==> src/rtl/alu_pkg.sv <==
// Shared constants, operand-pair ROM and FSM state type for the ALU BIST controller.
package alu_pkg;

  localparam int W   = 6;
  localparam int OPW = 4;

  localparam logic [W-1:0] POLY = 6'b000011;

  localparam logic [OPW-1:0] OP_0 = 4'h0;
  localparam logic [OPW-1:0] OP_1 = 4'h1;
  localparam logic [OPW-1:0] OP_2 = 4'h2;
  localparam logic [OPW-1:0] OP_3 = 4'h3;
  localparam logic [OPW-1:0] OP_4 = 4'h4;
  localparam logic [OPW-1:0] OP_5 = 4'h5;
  localparam logic [OPW-1:0] OP_6 = 4'h6;
  localparam logic [OPW-1:0] OP_7 = 4'h7;
  localparam logic [OPW-1:0] OP_8 = 4'h8;
  localparam logic [OPW-1:0] OP_9 = 4'h9;
  localparam logic [OPW-1:0] OP_A = 4'hA;
  localparam logic [OPW-1:0] OP_B = 4'hB;
  localparam logic [OPW-1:0] OP_C = 4'hC;
  localparam logic [OPW-1:0] OP_D = 4'hD;
  localparam logic [OPW-1:0] OP_E = 4'hE;
  localparam logic [OPW-1:0] OP_F = 4'hF;

  typedef enum logic [2:0] {
    S_IDLE   = 3'd0,
    S_DRIVE  = 3'd1,
    S_SAMPLE = 3'd2,
    S_EMIT   = 3'd3,
    S_DONE   = 3'd4
  } state_t;

  // Operand pair ROM: pair0 = (13, 7), pair1 = (5, 12).
  function automatic logic [W-1:0] pair_a(input logic sel);
    logic [W-1:0] v;
    case (sel)
      1'b0:    v = 6'd13;
      1'b1:    v = 6'd5;
      default: v = 6'd0;
    endcase
    return v;
  endfunction

  function automatic logic [W-1:0] pair_b(input logic sel);
    logic [W-1:0] v;
    case (sel)
      1'b0:    v = 6'd7;
      1'b1:    v = 6'd12;
      default: v = 6'd0;
    endcase
    return v;
  endfunction

endpackage

==> src/rtl/alu_misr.sv <==
// W-bit multiple-input signature register with synchronous clear and enable.
module alu_misr #(
  parameter int           W    = 6,
  parameter logic [W-1:0] POLY = 6'b000011
) (
  input  logic         clk,
  input  logic         rst,
  input  logic         clr,
  input  logic         en,
  input  logic [W-1:0] d,
  output logic [W-1:0] sig
);

  // Shift left, fold the MSB back through the taps, then absorb the new word.
  always_ff @(posedge clk) begin
    if (rst) begin
      sig <= {W{1'b0}};
    end else if (clr) begin
      sig <= {W{1'b0}};
    end else if (en) begin
      sig <= {sig[W-2:0], 1'b0} ^ (sig[W-1] ? POLY : {W{1'b0}}) ^ d;
    end else begin
      sig <= sig;
    end
  end

endmodule

==> src/rtl/alu_bist_ctrl.sv <==
// BIST sequencer: sweeps 32 ALU vectors, streams each result and checks the MISR signature.
module alu_bist_ctrl
  import alu_pkg::*;
(
  input  logic           clk,
  input  logic           rst,
  input  logic           start,
  input  logic [W-1:0]   exp_sig,
  output logic [W-1:0]   alu_a,
  output logic [W-1:0]   alu_b,
  output logic [OPW-1:0] alu_op,
  input  logic [W-1:0]   alu_y,
  output logic           out_valid,
  input  logic           out_ready,
  output logic [4:0]     out_idx,
  output logic [OPW-1:0] out_op,
  output logic [W-1:0]   out_y,
  output logic           busy,
  output logic           done,
  output logic           pass,
  output logic [W-1:0]   signature
);

  localparam logic [4:0] LAST_IDX = {1'b1, OP_F};

  state_t     state;
  logic [4:0] cnt;
  logic       misr_clr;
  logic       misr_en;

  assign misr_clr = (state == S_IDLE) && start;
  assign misr_en  = (state == S_SAMPLE);

  alu_misr #(.W(W), .POLY(POLY)) u_misr (
    .clk (clk),
    .rst (rst),
    .clr (misr_clr),
    .en  (misr_en),
    .d   (alu_y),
    .sig (signature)
  );

  // Sweep sequencer with registered ALU drive, record and status outputs.
  always_ff @(posedge clk) begin
    if (rst) begin
      state     <= S_IDLE;
      cnt       <= 5'd0;
      alu_a     <= {W{1'b0}};
      alu_b     <= {W{1'b0}};
      alu_op    <= {OPW{1'b0}};
      out_valid <= 1'b0;
      out_idx   <= 5'd0;
      out_op    <= {OPW{1'b0}};
      out_y     <= {W{1'b0}};
      busy      <= 1'b0;
      done      <= 1'b0;
      pass      <= 1'b0;
    end else begin
      case (state)
        S_IDLE: begin
          if (start) begin
            state <= S_DRIVE;
            cnt   <= 5'd0;
            pass  <= 1'b0;
            busy  <= 1'b1;
          end else begin
            state <= S_IDLE;
          end
        end
        S_DRIVE: begin
          alu_a  <= pair_a(cnt[4]);
          alu_b  <= pair_b(cnt[4]);
          alu_op <= cnt[3:0];
          state  <= S_SAMPLE;
        end
        S_SAMPLE: begin
          // alu_y has had a full cycle to settle from the registered drive.
          out_y     <= alu_y;
          out_idx   <= cnt;
          out_op    <= alu_op;
          out_valid <= 1'b1;
          state     <= S_EMIT;
        end
        S_EMIT: begin
          if (out_ready) begin
            out_valid <= 1'b0;
            if (cnt == LAST_IDX) begin
              state <= S_DONE;
              done  <= 1'b1;
            end else begin
              cnt   <= cnt + 5'd1;
              state <= S_DRIVE;
            end
          end else begin
            state <= S_EMIT;
          end
        end
        S_DONE: begin
          done  <= 1'b0;
          busy  <= 1'b0;
          pass  <= (signature == exp_sig);
          state <= S_IDLE;
        end
        default: begin
          state <= S_IDLE;
        end
      endcase
    end
  end

endmodule

==> config.mk <==
export PLATFORM = sky130hd
export DESIGN_NAME = alu_bist_ctrl
export DESIGN_NICKNAME = d
export VERILOG_FILES = /design/src/rtl/alu_pkg.sv /design/src/rtl/alu_misr.sv /design/src/rtl/alu_bist_ctrl.sv
export SDC_FILE = /design/constraint.sdc
export NUM_CORES = 1
export LEC_CHECK = 0
export CAP_MARGIN = 20
export CORE_MARGIN = 2
export CORE_UTILIZATION = 46
export CTS_CLUSTER_DIAMETER = 50
export DETAILED_ROUTE_END_ITERATION = 7
export GPL_TIMING_DRIVEN = 0
export PLACE_DENSITY = 0.79
export SYNTH_ARGS = -nofsm -noshare
export SYNTH_HDL_FRONTEND = slang
export SYNTH_HIERARCHICAL = 1
export SYNTH_SLANG_ARGS = --single-unit
==> constraint.sdc <==
create_clock -name clk -period 1.7 [get_ports clk]
set_input_delay 0.255 -clock clk [delete_from_list [all_inputs] [get_ports clk]]
set_output_delay 0.255 -clock clk [all_outputs]
set_load 0.005 [all_outputs]
# ---- After elaboration in Yosys (flattened, before gate mapping)
# Index checks and enable logic that the tools add are counted.
dict set report totals {
  reg_bits 49
  inputBits 16
  output_inout_bits 41
  word_cells 58
}
dict set report op_classes {
  add_sub_neg 1
  n_eq_ne 10
  muxes 20
  bitwise_logic 3
  n_reduce_logical 11
}
# cell count
set op_table {}
lappend op_table {{$pmux W6 S2} 2}
lappend op_table {{$mux W5} 3}
lappend op_table {{$pmux W3 S4} 1}
lappend op_table {{$xor A6 B6 Y6} 2}
lappend op_table {{$pmux W5 S2} 1}
lappend op_table {{$ne A2 B2 Y1 const B} 4}
lappend op_table {{$pmux W1 S2} 4}
lappend op_table {{$reduce_bool A2 Y1} 4}
lappend op_table {{$eq A3 B2 Y1 const B} 2}
lappend op_table {{$eq A6 B6 Y1} 1}
lappend op_table {{$mux W1} 6}
lappend op_table {{$mux W3} 2}
lappend op_table {{$add A5 B1 Y5 const B} 1}
lappend op_table {{$eq A5 B5 Y1 const B} 1}
lappend op_table {{$reduce_and A2 Y1} 2}
lappend op_table {{$reduce_and A4 Y1} 1}
lappend op_table {{$eq A3 B1 Y1 const B} 1}
lappend op_table {{$eq A3 B3 Y1 const B} 1}
lappend op_table {{$logic_not A3 Y1} 1}
lappend op_table {{$reduce_and A3 Y1} 1}
lappend op_table {{$mux W2} 1}
lappend op_table {{$reduce_or A2 Y1} 1}
lappend op_table {{$logic_and A1 B1 Y1} 1}
lappend op_table {{$not A1 Y1} 1}

# ---- Longest topological paths before layout
# Gate-level depths: netlist of run 1.
dict set report depth {
  word_depth 4
  ltp_mapped 7
  ltp_nobuf 6
}

# ---- Cells and area by module
# The synthesis of run 1 kept the hierarchy.
# mod n_inst cells_per_inst area_each_um2
set by_module_without_submodules {}
lappend by_module_without_submodules {alu_bist_ctrl 1 176 1519.0}
lappend by_module_without_submodules {alu_misr 1 27 276.5}

# ---- Worst setup path after synthesis of run 1
# OpenSTA, ideal clock, no wires.
dict set report synth_path {
  path_type {register -> register}
  startpoint {reg cnt[0]}
  endpoint {reg cnt[1]}
  arrival_ps 1536
  t_required_ps 1628
  setup_slack_ps 93
  path_stages_with_launch 7
  period_less_slack_ps 1607
  path_cell_list {dfxtp_1 -> ha_1 -> and3_1 -> ha_1 -> nand4b_1 -> a21oi_4 -> mux2i_1}
}
dict set report synth_via {
  elab_chain_len 4
  word_cells_on_any_way 7
  cone_classes {add/sub: 1; eq/ne: 2; mux: 3; reduce/logical: 1}
}
# item line_no
set synth_lines {}
lappend synth_lines {{start: declaration} alu_bist_ctrl.sv:27} ;# logic [4:0] cnt;
lappend synth_lines {{start signal: assignment} alu_bist_ctrl.sv:91} ;# cnt <= cnt + 5'd1;
lappend synth_lines {{$add A5 B1 Y5} alu_bist_ctrl.sv:91}
lappend synth_lines {{$mux W5} alu_bist_ctrl.sv:87} ;# if (cnt == LAST_IDX) begin
lappend synth_lines {{$mux W5} alu_bist_ctrl.sv:85} ;# if (out_ready) begin
lappend synth_lines {{$pmux W5 S2} alu_bist_ctrl.sv:59} ;# case (state)
# Parallel ways exist; a longest one is shown, timed or not. The select of a mux whose other input is x is not followed.
# A chain may end at the register's enable or synchronous reset.

# ---- Worst setup path in the final report of run 1
# Same ends and word-level chain as after synthesis.

==> results of run 1 <==
synth_stat cells (all sizes together), types with 2 or more instances:
cell and instances:
dfxtp 40, nand2 38, nor2 19, a21oi 18, buf 18, xnor2 11
mux2i 9, inv 6, a211oi 5, and3 4, clkbuf 3, ha 2
nand3b 2, nand4 2, nand4b 2, o21ai 2, o311ai 2, or3b 2
area by class of cell:
type | instances | area share, %
plain buffers | 20 | 5.06
clock buffers | 6 | 3.28
clock inverters | 2 | 0.397
inverters | 7 | 1.24
multi-input cells | 139 | 34.8
flip-flops and latches | 40 | 32.0
well taps | 48 | 2.38
repair buffers | 53 | 20.9
final timing paths:
kind | cells past startpoint | to | slack (ns) | startpoint
max | 6 | cnt[1]$_SDFFE_PP0P_ | 0.07 | cnt[0]$_SDFFE_PP0P_
min | 2 | out_op[0]$_SDFFE_PP0P_ | 0.45 | out_op[0]$_SDFFE_PP0P_
max reg2reg | 6 | cnt[1]$_SDFFE_PP0P_ | 0.07 | cnt[0]$_SDFFE_PP0P_
min reg2reg | 2 | out_op[0]$_SDFFE_PP0P_ | 0.45 | out_op[0]$_SDFFE_PP0P_
worst max-delay path, cell delays in order, from the launching register on:
cell and delay [ns]:
sky130_fd_sc_hd__dfxtp_4 0.37, sky130_fd_sc_hd__ha_4 0.16, sky130_fd_sc_hd__and3_4 0.18, sky130_fd_sc_hd__ha_4 0.16
sky130_fd_sc_hd__nand4b_1 0.22, sky130_fd_sc_hd__a21oi_4 0.27, sky130_fd_sc_hd__mux2i_1 0.20
power breakdown:
part | total (mW) | internal, mW | switching (mW)
combinational | 0.376 | 0.212 | 0.164
clock | 0.663 | 0.324 | 0.339
sequential | 1.00 | 0.972 | 0.0330
total | 2.04 | 1.51 | 0.536
flip-flops by register name (all words and copies together) (netlist names):
signal	count
out_valid	1
out_op	4
busy	1
alu_op	4
out_idx	5
pass	1
alu_b	2
cnt	5
out_y	6
state	3
alu_a	1
done	1
u_misr/sig	6
logic make-up (layout without fill, tap and decap cells):
family	after synthesis	count (layout)	share of synthesized area, %
flops	40	40	44.6
mux	9	9	5.02
simple gates	79	79	21.0
fa+ha+maj	2	2	1.39
other cells	1	5	0.209
buf+inv	28	88	9.13
xor+xnor	12	12	6.69
compound gates	32	32	12.0
routing by layer:
layer	share of wire, %	track usage, %	wire length, um	vias up
met4	1.0	6.12	41	0
li1	-	-	-	800
met5	0	0	0	-
met1	48	24.6	1910	672
met2	45	30.6	1760	52
met3	6.1	6.93	239	6
what timing repair did:
item                                   4_1_cts  5_1_grt
buffers inserted                             0        2
endpoints found under the hold margin        0        0
pin swaps                                    1        1
resized for setup                            4        8
hold buffers                                 0        0
setup endpoints to repair                    8       19
==> impl_metrics.csv, run 1 <==
group,metric,value,unit
grt,antenna_violations_before_repair,0,
sta,timing.hold.ws,0.454,ns
detailed_routing,drcViolationCount,0,
grt,maximum_number_of_pins_on_one_net_before_global_route_repair,13,
place,post-dp-hpwl,2.80,mm
layout,syn_to_final_growth,40.3,%
die,placement_rows,22,
power,vdd_ir_drop_max,0.532,mV
place,port_buffers,51,
die,die_y,66.5,um
logic_synthesis,postSynth.topFlopCell,"sky130_fd_sc_hd__dfxtp_1",
clocking,max-clock-path-buffers,2,
job,drv_cap,0,
layout,fillCellCount,305,
detailed_routing,drtAntennaViolNets,0,
sta,timing.fmax,0.612,GHz
sta,timing.final.ws_setup,0.0651,ns
detailed_routing,vias,1530,
setup_path,timing.critical_path.arrival,1.86,ns
clocking,worst_setup_hold_path_clk_slew,0.08,ns
logic_synthesis,yosys.cell_types.count,42,
clocking,h-tree-depth,2,
logic_synthesis,synth_top_area_share,44.6,%
grt,grt_overflow_total,0,
sta,final.setup_skew,0.00429,ns
grt,number_of_global_route_vias_before_repair,1404,
layout,layout.nets,284,
logic_synthesis,synth-async-reset-ratio,0,%
sta,final.min_clock_period,1.63,ns
layout,layout-drive-gt1-share,15.7,%
place,placed_cell_area,2380,um2
sta,setup_tns,0,ns
sta,drv_slew,0,
die,start_util,48.3,%
layout,num_antenna_cells,0,
detailed_routing,detail_route.iter0.violations,71,
sta,fin_crit_sh,96.2,%
layout,sequential_cell_area,807,um2
detailed_routing,detail_route.first_pass.iterations,4,
logic_synthesis,synth_cells,203,
grt,global_route_wire_length_before_repair,6.47,mm
clocking,clock_latency_on_the_worst_skew_pair,0.30,ns
die,die_area,4420,um2
layout,layout.cells.most_common,"sky130_fd_sc_hd__clkdlybuf4s50_1",
clocking,cts.root.buffer_cell,"sky130_fd_sc_hd__clkbuf_8",
place,gpl.final_weighted_congestion,0.833,
clocking,tritoncts_num_sinks,40,
power,report.power.total,2.04,mW
detailed_routing,post_dr_vias_cell,4.86,
place,placed_cells,306,
logic_synthesis,synthTopCellsByArea,"sky130_fd_sc_hd__dfxtp_1 45%, sky130_fd_sc_hd__nand2_1 7.9%, sky130_fd_sc_hd__xnor2_1 5.4%",
setup_path,start_kind,"flip-flop",
logic_synthesis,synth_seq_area_share,44.6,%
sta,timing.final.hold_violations,0,
die,chipWidth,66.5,um
logic_synthesis,postSynthRegisterBits,40,
detailed_routing,routedWlPerCell,12.5,um
logic_synthesis,ys.warnings.count,6,
setup_path,critPathMaxFanout,5,
layout,most_frequent_cells_in_the_layout,"51 x sky130_fd_sc_hd__clkdlybuf4s50_1, 38 x sky130_fd_sc_hd__nand2_1, 37 x sky130_fd_sc_hd__dfxtp_1",
setup_path,worst_setup_path_end_kind,"flip-flop",
die,fp.coreArea,3720,um2
clocking,cts_inserted_buffers,5,
layout,final_cell_area,2520,um2
die,boundaryPins,57,
setup_path,setup.worst_path.class,"reg2reg",
logic_synthesis,syn-cell-area,1800,um2
status,run_status,"finished, final reports clean",
logic_synthesis,synth.largest_area_cell,"sky130_fd_sc_hd__dfxtp_1",
detailed_routing,wl,3.95,mm
logic_synthesis,synth_enable_flop_cells,0,
clocking,cts_tree,"built",
setup_path,cp.required,1.93,ns
layout,number_of_cells_in_the_finished_layout_apart_from_fillers,315,
layout,multiInputGateArea,876,um2
layout,final_core_util,67.8,%
sta,setup_viol,0,
logic_synthesis,syn_area_per_cell,8.84,um2
place,detailedPlace.worstSlack,-0.330,ns
hold_path,min_path_type,"reg2reg",
power,power_leakage,0.918,nW
power,power_density,811,nW/um2
grt,grt.total_usage,19.4,%
Power figures use the tool's default switching activity.
==> run 2, diff against run 1 <==
--- a/config.mk
+++ b/config.mk
@@ -8,7 +8,7 @@
 export CAP_MARGIN = 20
 export CORE_MARGIN = 2
 export CORE_UTILIZATION = 46
-export CTS_CLUSTER_DIAMETER = 50
+export CTS_CLUSTER_DIAMETER = 100
 export DETAILED_ROUTE_END_ITERATION = 7
 export GPL_TIMING_DRIVEN = 0
 export PLACE_DENSITY = 0.79
==> results of run 2 <==
The final DEF is identical to that of run 1; final timing and power are the same.
